==> src/rtl/wb_reg_slave.sv <==
// ---------------------------------------------------------------------------
// wb_reg_slave
//
// Pipelined Wishbone B4 slave that exposes NREGS 32-bit read/write registers.
// Every transaction takes a fixed number of cycles, so it is a predictable
// target for exercising a bus master's stall, ack and err handling.
//
// Only one request is outstanding at a time. A request is accepted in IDLE.
// The FSM then spends WAIT_STATES cycles in WAIT and one cycle in RESP.
// The ack or err pulse is presented in RESP.
//
// Parameters:
//   NREGS        number of 32-bit registers (1..1024)
//   WAIT_STATES  idle cycles between acceptance and response (0..15)
//
// Compile-time option:
//   WB_SLAVE_ERR_EN  when defined, unmapped addresses complete with o_wb_err.
//                    When undefined, o_wb_err is tied low. Unmapped accesses
//                    then ack normally: reads return zero and writes are
//                    dropped.
//
// Ports:
//   i_clk       system clock, rising edge
//   i_reset     asynchronous active-high reset
//   i_wb_cyc    bus cycle in progress
//   i_wb_stb    request strobe
//   i_wb_we     1 = write, 0 = read
//   i_wb_addr   30-bit word address
//   i_wb_data   write data
//   i_wb_sel    byte enables (bit n covers data[8n+7:8n])
//   o_wb_stall  request not accepted this cycle
//   o_wb_ack    single-cycle successful completion
//   o_wb_err    single-cycle error completion
//   o_wb_data   read data, valid while o_wb_ack is high, held otherwise
// ---------------------------------------------------------------------------
module wb_reg_slave #(
  parameter int NREGS       = 16,
  parameter int WAIT_STATES = 2
) (
  input  logic        i_clk,
  input  logic        i_reset,
  input  logic        i_wb_cyc,
  input  logic        i_wb_stb,
  input  logic        i_wb_we,
  input  logic [29:0] i_wb_addr,
  input  logic [31:0] i_wb_data,
  input  logic [3:0]  i_wb_sel,
  output logic        o_wb_stall,
  output logic        o_wb_ack,
  output logic        o_wb_err,
  output logic [31:0] o_wb_data
);

  localparam int IW = (NREGS > 1) ? $clog2(NREGS) : 1;

  typedef enum logic [1:0] {
    ST_IDLE = 2'd0,
    ST_WAIT = 2'd1,
    ST_RESP = 2'd2
  } state_t;

  state_t      r_state;
  state_t      w_state_next;
  logic [3:0]  r_cnt;

  // Request captured at acceptance.
  logic        r_we;
  logic [29:0] r_addr;
  logic [31:0] r_wdata;
  logic [3:0]  r_sel;

  logic [31:0] r_regs [NREGS];

  logic        r_stall;
  logic        r_ack;
  logic [31:0] r_rdata;
`ifdef WB_SLAVE_ERR_EN
  logic        r_err;
  logic        w_err_next;
`endif

  logic        w_accept;
  logic        w_we;
  logic [29:0] w_addr;
  logic [31:0] w_wdata;
  logic [3:0]  w_sel;
  logic        w_in_range;
  logic [IW-1:0] w_idx;

  logic        w_stall_next;
  logic        w_ack_next;
  logic        w_wr_en;
  logic        w_rd_load;
  logic [31:0] w_rd_val;

  assign w_accept = (r_state == ST_IDLE) && i_wb_cyc && i_wb_stb;

  // With WAIT_STATES = 0, RESP is entered on the acceptance edge itself.
  // The live bus values must be used then, because the captured copy is not
  // yet loaded. In every other case, the captured copy is the request.
  assign w_we    = (r_state == ST_IDLE) ? i_wb_we   : r_we;
  assign w_addr  = (r_state == ST_IDLE) ? i_wb_addr : r_addr;
  assign w_wdata = (r_state == ST_IDLE) ? i_wb_data : r_wdata;
  assign w_sel   = (r_state == ST_IDLE) ? i_wb_sel  : r_sel;

  // Full 30-bit compare, so addresses above NREGS never alias onto a register.
  assign w_in_range = (w_addr < 30'(NREGS));
  assign w_idx      = w_addr[IW-1:0];

  // -------------------------------------------------------------------------
  // FSM: state register
  // -------------------------------------------------------------------------
  always_ff @(posedge i_clk or posedge i_reset) begin
    if (i_reset) begin
      r_state <= ST_IDLE;
    end else begin
      r_state <= w_state_next;
    end
  end

  // -------------------------------------------------------------------------
  // FSM: next-state logic
  // -------------------------------------------------------------------------
  always_comb begin
    w_state_next = r_state;
    case (r_state)
      ST_IDLE: begin
        if (w_accept) begin
          w_state_next = (WAIT_STATES > 0) ? ST_WAIT : ST_RESP;
        end
      end
      ST_WAIT: begin
        // When the master drops cyc, the pending request is abandoned.
        if (!i_wb_cyc) begin
          w_state_next = ST_IDLE;
        end else if (r_cnt == 4'd1) begin
          w_state_next = ST_RESP;
        end
      end
      ST_RESP: w_state_next = ST_IDLE;
      default: w_state_next = ST_IDLE;
    endcase
  end

  // -------------------------------------------------------------------------
  // FSM: output / datapath control
  // Everything is decided on the edge that enters RESP. The registered ack,
  // err and data, and any register write, are therefore visible together in
  // the response cycle.
  // -------------------------------------------------------------------------
  always_comb begin
    w_stall_next = (w_state_next != ST_IDLE);
    w_ack_next   = 1'b0;
`ifdef WB_SLAVE_ERR_EN
    w_err_next   = 1'b0;
`endif
    w_wr_en      = 1'b0;
    w_rd_load    = 1'b0;
    w_rd_val     = r_rdata;
    if (w_state_next == ST_RESP) begin
      if (w_in_range) begin
        w_ack_next = 1'b1;
        w_wr_en    = w_we;
        if (!w_we) begin
          w_rd_load = 1'b1;
          w_rd_val  = r_regs[w_idx];
        end
      end else begin
`ifdef WB_SLAVE_ERR_EN
        w_err_next = 1'b1;
`else
        w_ack_next = 1'b1;
        if (!w_we) begin
          w_rd_load = 1'b1;
          w_rd_val  = 32'h0000_0000;
        end
`endif
      end
    end
  end

  // -------------------------------------------------------------------------
  // Request capture and wait counter
  // -------------------------------------------------------------------------
  always_ff @(posedge i_clk or posedge i_reset) begin
    if (i_reset) begin
      r_cnt   <= 4'd0;
      r_we    <= 1'b0;
      r_addr  <= 30'd0;
      r_wdata <= 32'd0;
      r_sel   <= 4'd0;
    end else begin
      if (w_accept) begin
        r_cnt   <= 4'(WAIT_STATES);
        r_we    <= i_wb_we;
        r_addr  <= i_wb_addr;
        r_wdata <= i_wb_data;
        r_sel   <= i_wb_sel;
      end else if (r_state == ST_WAIT) begin
        r_cnt <= r_cnt - 4'd1;
      end
    end
  end

  // -------------------------------------------------------------------------
  // Register bank with byte enables
  // -------------------------------------------------------------------------
  always_ff @(posedge i_clk or posedge i_reset) begin
    if (i_reset) begin
      for (int i = 0; i < NREGS; i++) begin
        r_regs[i] <= 32'd0;
      end
    end else if (w_wr_en) begin
      for (int b = 0; b < 4; b++) begin
        if (w_sel[b]) begin
          r_regs[w_idx][8*b +: 8] <= w_wdata[8*b +: 8];
        end
      end
    end
  end

  // -------------------------------------------------------------------------
  // Registered bus outputs
  // -------------------------------------------------------------------------
  always_ff @(posedge i_clk or posedge i_reset) begin
    if (i_reset) begin
      r_stall <= 1'b0;
      r_ack   <= 1'b0;
      r_rdata <= 32'd0;
`ifdef WB_SLAVE_ERR_EN
      r_err   <= 1'b0;
`endif
    end else begin
      r_stall <= w_stall_next;
      r_ack   <= w_ack_next;
`ifdef WB_SLAVE_ERR_EN
      r_err   <= w_err_next;
`endif
      if (w_rd_load) begin
        r_rdata <= w_rd_val;
      end
    end
  end

  assign o_wb_stall = r_stall;
  assign o_wb_data  = r_rdata;
  // If the master drops cyc during the response cycle, the response is
  // already registered. Gating it with cyc suppresses that response.
  assign o_wb_ack   = r_ack & i_wb_cyc;
`ifdef WB_SLAVE_ERR_EN
  assign o_wb_err   = r_err & i_wb_cyc;
`else
  assign o_wb_err   = 1'b0;
`endif

endmodule

==> config.mk <==
export PLATFORM = sky130hd
export DESIGN_NAME = wb_reg_slave
export DESIGN_NICKNAME = d
export VERILOG_FILES = /design/src/rtl/wb_reg_slave.sv
export SDC_FILE = /design/constraint.sdc
export NUM_CORES = 1
export LEC_CHECK = 0
export ABC_AREA = 1
export CORE_MARGIN = 5
export CORE_UTILIZATION = 50
export DETAILED_ROUTE_END_ITERATION = 16
export PLACE_DENSITY_LB_ADDON = 0.08
export SLEW_MARGIN = 20
export SYNTH_ARGS = -nofsm -noshare
export SYNTH_HDL_FRONTEND = slang
export SYNTH_SLANG_ARGS = --single-unit
==> constraint.sdc <==
create_clock -name i_clk -period 26.5 [get_ports i_clk]
set_input_delay 7.95 -clock i_clk [delete_from_list [all_inputs] [get_ports i_clk]]
set_output_delay 7.95 -clock i_clk [all_outputs]
set_load 0.01 [all_outputs]
==> results of run 1 <==
critical path, cell delays in order:
cell,delay [ns]
clkdlybuf4s50_1,0.61
nand2_1,0.10
inv_1,0.06
clkdlybuf4s50_1,0.53
registers in the layout, summed over array words and instances (netlist names):
| signal | cells |
|---|---|
| r_sel | 4 |
| o_wb_stall | 1 |
| r_regs | 512 |
| r_ack | 1 |
| r_we | 1 |
| r_state | 2 |
| r_addr | 30 |
| o_wb_data | 32 |
| r_cnt | 4 |
| r_wdata | 32 |
power groups by stage:
stage                     sequential (W)  clock, W  combinational, W
after floorplan                  0.00101         0          0.000574
after global placement           0.00101         0          0.000880
after detailed placement         0.00101         0          0.000883
after CTS                       0.000997  0.000972          0.000885
after global routing             0.00100   0.00101          0.000981
final                           0.000997  0.000958          0.000895
metal layers:
| metal | up-vias | track usage [%] | routed length (um) |
|---|---|---|---|
| met5 | - | 0 | 12 |
| met4 | 2 | 7.30 | 2290 |
| met3 | 130 | 4.28 | 7280 |
| met1 | 14300 | 41.7 | 46300 |
| met2 | 981 | 44.3 | 45800 |
| li1 | 14700 | - | - |
per-stage QoR:
stage          setup WS [ns]  instance area [um^2]
2_1_floorplan           1.22                 33000
3_3_place_gp            9.28                 34500
3_5_place_dp            9.28                 34500
4_1_cts                 9.28                 36800
5_1_grt                 9.25                 36800
6_report                9.30                 36800
cells in the final DEF, fill, tap and decap left out, types with 8 or more instances in the layout:
master           instances
clkbuf_8                14
inv_1                  475
inv_2                    8
nand2_1               2377
o21ai_0                120
nand4_1                512
nor2_1                  30
clkbuf_1                23
dfrtp_1                619
buf_4                   76
clkbuf_16               73
clkinv_2                10
nand3_1                100
nand3b_1                32
o21ai_1                 63
clkdlybuf4s50_1        104
nor2_4                  19
final cells by class:
type | count | area [um^2]
Tap cell | 864 | 1080
Fill cell | 6453 | 28800
Timing Repair Buffer | 186 | 1740
Multi-Input combinational cell | 3287 | 14400
Clock buffer | 110 | 2110
Inverter | 485 | 1830
Clock inverter | 12 | 110
Sequential cell | 619 | 15500
cell families after synthesis:
logic type / count (synthesis) / share of synthesized area, %
AOI/OAI and AO/OA: 195 / 3.06
adders and majority gates: 2 / 0.0757
buffers and inverters: 816 / 9.86
DFF: 619 / 46.9
other: 1 / 0.0113
and+or+nand+nor: 3089 / 40.1
worst paths after layout:
path                          endpoint  slack [ns]  depth (start not counted)
setup / recovery              o_wb_ack        9.30                          4
hold / removal             r_regs[403]        0.46                          2
setup reg to reg           r_regs[412]       21.98                         10
hold reg to reg            r_regs[403]        0.46                          2
max in group asynchronous  r_regs[264]       16.31                          4
min in group asynchronous  r_regs[350]        7.86                          2
==> results.ini, run 1 <==
[yosys]
syn-instance-count=4722
syn_avg_cell_area_um2=7.00
syn_nets=4795
yosysWarnings=0
ys_seq_elements=619
synth_edf_count=0
yosysTopAreaCell=dfrtp_1
yosysMostFrequentCell=nand2_1
synth_top_area_share_pct=46.9
synthTopCellsByArea=dfrtp_1, nand2_1, nand4_1
post_synth_most_frequent_cells=nand2_1, dfrtp_1, nand4_1, inv_1, clkbuf_1
synth_seq_area_share_pct=46.9
ys_types=28
synth-main-ff-cell=dfrtp_1
synth_area_um2=33000
async_reset_ff_share_pct=100

[worst_setup_path]
path_max_fanout=4
critPathKind=input pin to output port
cp-start-kind=input pin
r2r_start=r_state[0]
crit_path_start=i_wb_cyc
arrival_ns=9.25
cp.required_ns=18.55
cp-end-kind=output port

[timing]
finalCritPeriodShare_pct=64.9
slew_viol_final=0
hold_violations=0
worst_pin_slew_ns=1.13
tns_ns=0
fmax_mhz=58.2
grt_setup_unrepaired=false
whs_ns=0.459
min_period_ns=17.20
slew_headroom_pct=24.5
setup_viol=0
skew_ns=0.0218

[die]
start_util_pct=50.4
die_h_um=267
core_um2=65600
core.rowCount=94
die-area_um2=71300
io_pins=106
die_w_um=267

[global_route]
antenna_found_initial=2
grt_use_total_pct=28.3
grt-ovfl-total=0
grt_pass1_vias=28100
grt_pass1_wl_um=163000
grt_max_degree=205

[clock_tree]
cts_max_level=3
hold_buffers=0
cts_tree=done
clk_path_buf_depth=3
clk_pin_slew_ns=0.06
cts.sinks=619
clk-insertion-delay-late_ns=0.61
cts_root_buf=clkbuf_16
cts_setup_buffers=0
cts_buffers=70
ctsResizeCount=0

[finish]
final_cells=5563
diodes=0
drive_gt1_share_pct=4.92
post-route-util_pct=56.1
syn2layout_area_growth_pct=11.3
nets=4722

[route]
routed_via_density=5.42
drc=0
vias=30200
ant_nets=0
drtIter0Drc=2779
wl_per_cell_um=18.3
drtPass1Iterations=5
wl_um=102000

[pwr]
p_clk_share_pct=33.6
ir_drop_uv=49.4
finalPower_w=0.00285
combPwrFrac_pct=31.4
switching_share_pct=38.5
leakagePower_nw=19.6
pwr-share-seq_pct=35.0
p_switching_w=0.00110
p_int_w=0.00175
power.density_nw_per_um2=77.5

[outcome]
status=complete, no violations

[placed_design]
dp_cells=5440
gp_congestion=0.811
portBuffers=104
hpwl_um=58200

[job]
max_cap_violations=0

[min_path]
hp-class=flop to flop
holdCritStartpoint=r_regs[403]

Note: power is estimated with default switching activity, not from simulation.
==> run 2, diff against run 1 <==
==> constraint.sdc (replaced) <==
create_clock -name i_clk -period 15.4 [get_ports i_clk]
set_input_delay 4.62 -clock i_clk [delete_from_list [all_inputs] [get_ports i_clk]]
set_output_delay 4.62 -clock i_clk [all_outputs]
set_load 0.01 [all_outputs]
==> run 2 against run 1 <==
  * Combinational power is 71% higher
  * Sequential power grew 73%
  * Hold slack better by 0.0022 ns
  * Global-route usage is 0.052 points lower
  * Clock power is 82% higher
  * Die area unchanged
  * Clock skew rose by 0.0035 ns
  * Sequential share of layout area fell by 0.16 points
  * Power increased by 75%
  * Critical endpoint unchanged
  * Highest routed layer is now met4
==> results.ini, run 2 (synthesized netlist as in run 1, its figures left out) <==
[outcome]
status=complete, no violations

[worst_setup_path]
path_delay_family=buffers and inverters
cp-end-kind=output port
r2r_cells=11  ; +1
path_max_fanout=4  ; unchanged
cp_slowest_cell=clkdlybuf4s50_1
r2r_start=r_state[0]
crit_top_cell=clkdlybuf4s50_1
critPathKind=input pin to output port
critical_path.cell_chain=clkdlybuf4s50_1, nand2_1, inv_1, clkdlybuf4s50_1
cp.required_ns=10.78  ; -7.77 ns
arrival_ns=5.94  ; -3.31 ns
r2r_slack_ns=10.80  ; -11.18 ns
worst-path-buf-inv=3  ; unchanged
regToRegEndpoint=r_regs[5]
cp-start-kind=input pin
cp_slowest_stage_delay_ns=0.62  ; about the same

[clock_tree]
hold_buffers=0  ; unchanged
clk_path_buf_depth=3  ; unchanged
cts_setup_buffers=0  ; unchanged
cts_tree=done
clk_pin_slew_ns=0.05  ; about the same
clk-insertion-delay-late_ns=0.61  ; about the same
cts_buffers=73  ; +4.3%
cts.sinks=619  ; unchanged
cts_max_level=3  ; unchanged
ctsResizeCount=0  ; unchanged
cts_root_buf=clkbuf_16

[finish]
regMostFlops=r_regs
syn2layout_area_growth_pct=11.8
mostFrequentLayoutCell=nand2_1
post-route-util_pct=56.3  ; +0.22 points
nets=4719  ; -0.064%
largest_register_ff_count=512  ; unchanged
fillCellCount=6405  ; -0.74%
design_area_um2=36900  ; +0.38%
drive_gt1_share_pct=4.94  ; +0.024 points
diodes=0  ; unchanged
layout_common_cells=nand2_1, dfrtp_1, nand4_1, inv_1, o21ai_0

[route]
routed_via_density=5.42  ; about the same
wl_um=102000  ; about the same
drtIter0Drc=3265  ; +17%
drc=0  ; unchanged
wl_per_cell_um=18.3  ; +0.10%
drtPass1Iterations=5  ; unchanged
vias=30100  ; -0.060%
ant_nets=0  ; unchanged

[die]
start_util_pct=50.4  ; unchanged
die_w_um=267  ; unchanged
core_um2=65600  ; unchanged
die-area_um2=71300  ; unchanged
core.rowCount=94  ; unchanged
die_h_um=267  ; unchanged
io_pins=106  ; unchanged

[min_path]
hold_depth=2  ; unchanged
holdCritStartpoint=r_regs[2]
hp-class=flop to flop
holdPathEnd=r_regs[2]

[pwr]
power.density_nw_per_um2=135  ; +74%
leakagePower_nw=19.6  ; +0.19%
finalPower_w=0.00499  ; +75%
ir_drop_uv=116  ; +130%

[timing]
min_period_ns=10.56
slew_headroom_pct=22.8  ; -1.7 points
fmax_mhz=94.7
setup_slack_ns=4.84  ; -4.47 ns
hold_violations=0  ; unchanged
finalCritPeriodShare_pct=68.6
slew_viol_final=0  ; unchanged
worst_pin_slew_ns=1.15  ; +0.0208 ns
setup_viol=0  ; unchanged
tns_ns=0  ; unchanged
grt_setup_unrepaired=false
skew_ns=0.0253  ; +0.00352 ns

[global_route]
grt_pass1_wl_um=162000  ; -0.83%
grt_max_degree=173  ; -16%
grt-ovfl-total=0  ; unchanged
antenna_found_initial=1  ; -1
grt_use_total_pct=28.2  ; -0.052 points
grt_pass1_vias=28000  ; -0.65%

[placed_design]
dpl-instance-area_um2=34600  ; about the same
hpwl_um=57700  ; -0.87%
gp_congestion=0.826  ; +1.8%
portBuffers=104  ; unchanged
dpl_worst_slack_ns=4.81  ; -4.46 ns

[job]
max_cap_violations=0  ; unchanged

==> run 2: cell types whose count changed in the layout (fill, tap and decap cells not counted), moves of 2 or more <==
cell,delta
buf_4,-9
clkbuf_8,+2
buf_6,+2
buf_12,+2
clkbuf_16,+3
bufinv_16,+2
o21ai_2,+4
o21ai_1,-4
clkinv_2,-6
==> run 2: routing by layer <==
layer / wire (um) / GRT usage [%] / part of all wire (%)
met4: 2650 / 7.70 / 2.6
met1: 46600 / 42.2 / 46
met5: 0 / 0 / 0
met3: 6830 / 3.61 / 6.7
met2: 45700 / 43.8 / 45
==> run 2: power by group <==
group	switching, W	leakage [nW]	internal [W]
Clock	0.000692	1.16	0.00105
Combinational	0.00118	9.94	0.000357
Sequential	0.0000322	8.54	0.00168
Total	0.00190	19.6	0.00309
==> run 2: worst reg2reg max path, cell delays in order (launching register included) <==
cell	delay, ns
dfrtp_1	0.41
inv_2	0.06
nand2_4	0.07
buf_4	0.66
nand2_1	0.33
nand2_8	0.66
nand2_1	0.46
nor2_2	0.83
buf_4	0.40
nand3_1	0.37
nand2_1	0.18
nand2_1	0.06
==> run 2: area by class of cell <==
| class | instances | area (um^2) | share of cell area [%] |
|---|---|---|---|
| tap | 864 | 1080 | 2.93 |
| clock inverter | 10 | 165 | 0.447 |
| clock buffer | 115 | 2210 | 5.98 |
| multi-input combinational | 3287 | 14500 | 39.1 |
| sequential | 619 | 15500 | 41.9 |
| inverter | 485 | 1830 | 4.95 |
| timing repair buffer | 180 | 1710 | 4.62 |
==> run 2: per-stage QoR <==
step,std cells,hold slack [ns]
5_1_grt,5560,0.477
3_5_place_dp,5435,0.449
2_1_floorplan,4722,0.433
4_1_cts,5560,0.463
3_3_place_gp,5435,0.444
6_report,5560,0.461
==> run 2: worst max path at each step <==
stage	end	cells past startpoint	slack (ns)	from
after floorplan	o_wb_data[0]	1	2.33	i_reset
after global placement	o_wb_ack	4	4.83	i_wb_cyc
after detailed placement	o_wb_ack	4	4.81	i_wb_cyc
after CTS	o_wb_ack	4	4.81	i_wb_cyc
after global routing	o_wb_ack	4	4.80	i_wb_cyc
final	o_wb_ack	4	4.84	i_wb_cyc
